$ cat src/rtl/ws2812_stream_decoder.sv
// WS2812 one-wire stream decoder: pulse-width bit decode, 24-bit pixel strobes, latch detection.
// Define WS2812_DECODER_SYNC_EN to put a 2-flop synchronizer in front of the decoder.
module ws2812_stream_decoder #(
  parameter int unsigned THRESHOLD_CYCLES = 7,
  parameter int unsigned MIN_HIGH_CYCLES  = 2,
  parameter int unsigned MAX_HIGH_CYCLES  = 13,
  parameter int unsigned LATCH_CYCLES     = 600,
  parameter int unsigned LED_COUNT        = 22
) (
  input  logic        clock_12mhz,
  input  logic        reset_n,
  input  logic        data_in,
  output logic [23:0] pixel_data,
  output logic        pixel_valid,
  output logic [7:0]  led_index,
  output logic        frame_done,
  output logic        error
);

  localparam int unsigned LW = $clog2(LATCH_CYCLES + 1);
  localparam logic [3:0]    THR_H      = 4'(THRESHOLD_CYCLES);
  localparam logic [3:0]    MIN_H      = 4'(MIN_HIGH_CYCLES);
  localparam logic [3:0]    MAX_H      = 4'(MAX_HIGH_CYCLES);
  localparam logic [3:0]    HIGH_SAT   = 4'(MAX_HIGH_CYCLES + 1);
  localparam logic [LW-1:0] LATCH_LAST = LW'(LATCH_CYCLES - 1);
  localparam logic [LW-1:0] LOW_SAT    = LW'(LATCH_CYCLES);
  localparam logic [7:0]    LED_MAX    = 8'(LED_COUNT);

  typedef enum logic [1:0] {WAIT_LATCH, IDLE_LOW, HIGH, LOW} state_t;

  state_t        state, next_state;
  logic          din_s;
  logic [3:0]    high_cnt;
  logic [LW-1:0] low_cnt;
  logic [4:0]    bit_cnt;
  logic [22:0]   shift;
  logic [7:0]    pix_cnt;
  logic          bit_done, bad_pulse, latch_evt, bit_val;
  logic [23:0]   shift_next;

`ifdef WS2812_DECODER_SYNC_EN
  logic sync1;
  always_ff @(posedge clock_12mhz) begin
    if (!reset_n) begin
      sync1 <= 1'b0;
      din_s <= 1'b0;
    end else begin
      sync1 <= data_in;
      din_s <= sync1;
    end
  end
`else
  always_ff @(posedge clock_12mhz) begin
    if (!reset_n) din_s <= 1'b0;
    else          din_s <= data_in;
  end
`endif

  always_ff @(posedge clock_12mhz) begin
    if (!reset_n) state <= WAIT_LATCH;
    else          state <= next_state;
  end

  // Edges are implied by the state: din_s=0 while in HIGH is the falling edge, and so on.
  always_comb begin
    next_state = state;
    bit_done   = 1'b0;
    bad_pulse  = 1'b0;
    latch_evt  = 1'b0;
    case (state)
      WAIT_LATCH: if (!din_s && low_cnt >= LATCH_LAST) next_state = IDLE_LOW;
      IDLE_LOW:   if (din_s) next_state = HIGH;
      HIGH: begin
        if (!din_s) begin
          if (high_cnt < MIN_H || high_cnt > MAX_H) begin
            bad_pulse  = 1'b1;
            next_state = WAIT_LATCH;
          end else begin
            bit_done   = 1'b1;
            next_state = LOW;
          end
        end
      end
      LOW: begin
        if (din_s) next_state = HIGH;
        else if (low_cnt >= LATCH_LAST) begin
          latch_evt  = 1'b1;
          next_state = IDLE_LOW;
        end
      end
      default: next_state = WAIT_LATCH;
    endcase
  end

  assign bit_val    = (high_cnt >= THR_H);
  assign shift_next = {shift, bit_val};

  always_ff @(posedge clock_12mhz) begin
    if (!reset_n) begin
      high_cnt    <= '0;
      low_cnt     <= '0;
      bit_cnt     <= '0;
      shift       <= '0;
      pix_cnt     <= '0;
      pixel_data  <= '0;
      led_index   <= '0;
      pixel_valid <= 1'b0;
      frame_done  <= 1'b0;
      error       <= 1'b0;
    end else begin
      pixel_valid <= 1'b0;
      frame_done  <= 1'b0;
      error       <= 1'b0;
      case (state)
        WAIT_LATCH: low_cnt <= din_s ? '0 : low_cnt + 1'b1;
        IDLE_LOW:   if (din_s) high_cnt <= 4'd1;
        HIGH: begin
          if (din_s) begin
            if (high_cnt != HIGH_SAT) high_cnt <= high_cnt + 4'd1;
          end else if (bad_pulse) begin
            // Aborted frame is dropped entirely so the next clean frame starts at index 0.
            error   <= 1'b1;
            bit_cnt <= '0;
            shift   <= '0;
            pix_cnt <= '0;
            low_cnt <= {{(LW-1){1'b0}}, 1'b1};
          end else if (bit_done) begin
            low_cnt <= {{(LW-1){1'b0}}, 1'b1};
            shift   <= shift_next[22:0];
            if (bit_cnt == 5'd23) begin
              bit_cnt <= '0;
              if (pix_cnt < LED_MAX) begin
                pixel_data  <= shift_next;
                led_index   <= pix_cnt;
                pixel_valid <= 1'b1;
                pix_cnt     <= pix_cnt + 8'd1;
              end
            end else begin
              bit_cnt <= bit_cnt + 5'd1;
            end
          end
        end
        LOW: begin
          if (din_s) begin
            high_cnt <= 4'd1;
          end else if (latch_evt) begin
            frame_done <= (pix_cnt != '0);
            error      <= (bit_cnt != '0);
            pix_cnt    <= '0;
            bit_cnt    <= '0;
            shift      <= '0;
          end else if (low_cnt != LOW_SAT) begin
            low_cnt <= low_cnt + 1'b1;
          end
        end
        default: ;
      endcase
    end
  end

endmodule
$ cat config.mk
export PLATFORM = sky130hd
export DESIGN_NAME = ws2812_stream_decoder
export DESIGN_NICKNAME = d
export VERILOG_FILES = /design/src/rtl/ws2812_stream_decoder.sv
export SDC_FILE = /design/constraint.sdc
export NUM_CORES = 1
export LEC_CHECK = 0
export BUFFER_PORTS_ARGS = -buffer_cell sky130_fd_sc_hd__buf_2
export CAP_MARGIN = 20
export CORE_AREA = 5 5 94 96
export DETAILED_ROUTE_END_ITERATION = 12
export DIE_AREA = 0 0 99 101
export GPL_TIMING_DRIVEN = 0
export PLACE_DENSITY = 0.7
export SLEW_MARGIN = 20
export SYNTH_ARGS = -nofsm -noshare
export SYNTH_HDL_FRONTEND = slang
export SYNTH_SLANG_ARGS = --single-unit
$ cat constraint.sdc
create_clock -name clock_12mhz -period 2.03 [get_ports clock_12mhz]
set_input_delay 0.3045 -clock clock_12mhz [delete_from_list [all_inputs] [get_ports clock_12mhz]]
set_output_delay 0.3045 -clock clock_12mhz [all_outputs]
set_load 0.02 [all_outputs]
==> flow_metrics.tcl <==
set metrics [dict create \
    run_status "finished, final reports clean" \
    syn_nets 466 \
    setup_tns_ns 0 \
    max_slew_margin_pct 55.6 \
    yosys_warnings 0 \
    cts_max_path_buffers 2 \
    critPathKind "reg2reg" \
    worst_r2r_path_depth 6 \
    die-area_sq_um 10000 \
    wire_per_inst_um 14.2 \
    clk_pin_slew_ns 0.09 \
    dr.pass1.iters 4 \
    critPathMaxFanout 7 \
    swShare_pct 25.4 \
    root_buffer "clkbuf_8" \
    vias 3328 \
    rows 33 \
    r2r_end "low_cnt[5]$_SDFFE_PN0P_" \
    final-seq-area_sq_um 1770 \
    finalNonFillerCells 617 \
    multi_input_area_sq_um 1930 \
    nFillCells 747 \
    drt_wl_total_um 8750 \
    pre_cts_ws_ns -0.205 \
    start_kind "flop" \
    fin_crit_sh_pct 97.0 \
    yosys-top-cells-area "dfxtp_1, nand2_1, a21oi_1, nand3_1, ha_1" \
    ant_nets 0 \
    port_buffers 37 \
    max_cap_viol_count 0 \
    synthCells 453 \
    synth-edff-count 0 \
    tightest_slew_ns 0.666 \
    powerDensity_nw_per_um2 672 \
    die_x_um 99 \
    ys_seq_elements 88 \
    timing.final.crit_period_ns 1.97 \
    hp-start "data_in" \
    htree_levels 3 \
    max_freq_ghz 0.508 \
    p_sw_uw 767 \
    gr-total-overflow 0 \
    critPathArrivalTime_ns 2.26 \
    endpoint_kind "flop" \
    remaining_drc_errors 0 \
    post-route-util_pct 56.4 \
    nNetsFinal 520 \
    grt_pass1_vias 3147 \
    drive_above_1_share_pct 20.9 \
    hpwl_um 6050 \
    place_inst 595 \
    ys_seq_area_share_pct 46.4 \
    seq_power_share_pct 58.6 \
    diodes 0 \
    area_growth_pct 18.2 \
    ir_worst_vdd_mv 0.430 \
    setup_viol 0 \
    holdPathStages 2 \
    drv_slew 0 \
    cts_inserted_buffers 9 \
    synth_area_per_cell_sq_um 8.39 \
    combPwrFrac_pct 4.1 \
    drt_iter0_drc 197 \
    pin_count 38 \
    power_leakage_nw 1.67 \
    required_ns 2.32 \
    cts_num_sinks 88 \
    post_drt_via_cell_ratio 5.39 \
    r2r-start "low_cnt[0]$_SDFFE_PN0P_" \
    hold_path.class "in2reg" \
    synth-main-ff-cell "dfxtp_1" \
    die_h_um 101 \
    start_util_pct 47.7 \
    rrSetupSlack_ns 0.06 \
    design.core.area_sq_um 7970 \
    yosysUniqueCellTypes 57 \
    clk_latency_ns 0.36 \
    grt_first_pass_wirelength_um 14700 \
    async_flop_share_pct 0 \
    pwr-share-clk_pct 37.3 \
    netlist.area_leader.share_pct 46.4 \
    internal_power_mw 2.25 \
    hold_violations 0 \
    antenna_found_initial 0 \
    grt_start_max_net_pins 17 \
    tritoncts "yes" \
    rsz0062_at_grt "true" \
    synth_area_sq_um 3800 \
    fin_ws_ns 0.0607 \
    skew_ns 0.0181 \
    min_to "din_s$_SDFF_PN0_" \
    grt_use_total_pct 18.0 \
    gp_congestion 0.836 \
    synth_top_area_cell "dfxtp_1" \
]
-- kinds of logic (layout without fill, tap and decap cells) --
kind of cell,after synthesis,count (layout),share of synthesized area [%]
AOI/OAI and AO/OA,112,112,18.3
xor gates and xnor gates,3,3,0.692
adders and majority gates,10,10,3.29
buffers and inverters,43,102,4.94
DFF,88,88,46.4
muxes,3,3,0.791
and+or+nand+nor,194,194,25.6
-- cells in the final DEF (no fill, tap or decap), types with 5 or more instances in the layout --
cell type,Yosys,final
ha_1,10,7
nor3_1,5,5
nand2_1,98,97
clkbuf_8,0,9
and3_1,6,6
nor2_1,13,13
dfxtp_1,88,84
o21ai_0,10,10
inv_1,13,12
buf_4,0,8
nor4_1,6,6
clkbuf_1,17,12
buf_6,2,6
nand3_1,33,33
a21oi_1,71,69
buf_2,9,45
-- synthesized netlist by cell type, drive strengths merged, types with 3 or more instances --
cell / n
a21o: 3
buf: 12
clkbuf: 17
o21ai: 12
nor3: 5
a311o: 3
and3: 7
a41oi: 5
nand2: 99
nand3b: 3
a21oi: 71
nor4: 7
nand3: 33
inv: 14
and4: 3
a211oi: 4
and2: 3
nor2: 13
dfxtp: 88
mux2i: 3
or3: 3
ha: 10
nand2b: 3
-- per-layer routing --
metal / routed length [um] / GRT usage [%] / vias to the layer above
met3: 410 / 4.50 / 13
met4: 176 / 7.46 / 0
met1: 4090 / 23.4 / 1543
met5: 0 / 0 / -
li1: - / - / 1706
met2: 4070 / 28.5 / 66
-- power groups by stage --
stage / clock network [mW] / logic, mW / registers, mW
4_1_cts: 1.15 / 0.111 / 1.77
2_1_floorplan: 0 / 0.0794 / 1.81
3_3_place_gp: 0 / 0.106 / 1.81
5_1_grt: 1.22 / 0.138 / 1.78
3_5_place_dp: 0 / 0.109 / 1.81
6_report: 1.13 / 0.123 / 1.77
-- cell type report --
class | instances | area share (%)
buffer | 28 | 3.76
clock buffer | 10 | 2.84
clock inverter | 6 | 1.23
inverter | 14 | 1.17
multi-input combinational | 322 | 43.0
sequential | 88 | 39.5
tap | 105 | 2.92
timing repair buffer | 44 | 5.57
-- flip-flops by register name, indices dropped and copies added (netlist names) --
register,cells
din_s,1
state,2
pixel_data,24
error,1
low_cnt,10
high_cnt,4
frame_done,1
pix_cnt,8
bit_cnt,5
pixel_valid,1
led_index,8
shift,23
-- repair_timing --
item / in CTS / in global routing
buffers inserted: 4 / 3
hold buffers: 0 / 0
setup endpoints to repair: 62 / 62
pin swaps: 3 / 11
resized for setup: 19 / 31
-- worst max-delay path: stages, from the launching register on --
cell,delay (ns)
dfxtp_4,0.37
ha_2,0.20
and3b_2,0.23
o2111ai_4,0.24
a41oi_4,0.20
or4_1,0.53
a21oi_1,0.12
-- stage by stage --
step / total power [mW] / hold slack [ns] / instance area, sq um
after floorplan: 1.88 / 0.432 / 3800
after global placement: 1.92 / 0.443 / 4120
after global routing: 3.14 / 0.156 / 4490
final: 3.02 / 0.148 / 4490
after detailed placement: 1.92 / 0.445 / 4120
after CTS: 3.04 / 0.138 / 4400
-- worst max-delay path by stage --
stage / startpoint / end / slack (ns) / cells past startpoint
6_report: low_cnt[0]$_SDFFE_PN0P_ / low_cnt[5]$_SDFFE_PN0P_ / 0.06 / 6
4_1_cts: low_cnt[0]$_SDFFE_PN0P_ / low_cnt[6]$_SDFFE_PN0P_ / -0.001 / 6
3_3_place_gp: high_cnt[0]$_SDFFE_PN0P_ / led_index[6]$_SDFFE_PN0P_ / -0.16 / 7
5_1_grt: high_cnt[0]$_SDFFE_PN0P_ / pixel_data[14]$_SDFFE_PN0P_ / -0.03 / 8
2_1_floorplan: low_cnt[0]$_SDFFE_PN0P_ / low_cnt[5]$_SDFFE_PN0P_ / 0.11 / 7
3_5_place_dp: high_cnt[0]$_SDFFE_PN0P_ / pixel_data[7]$_SDFFE_PN0P_ / -0.20 / 8
Power figures use the tool's default switching activity.
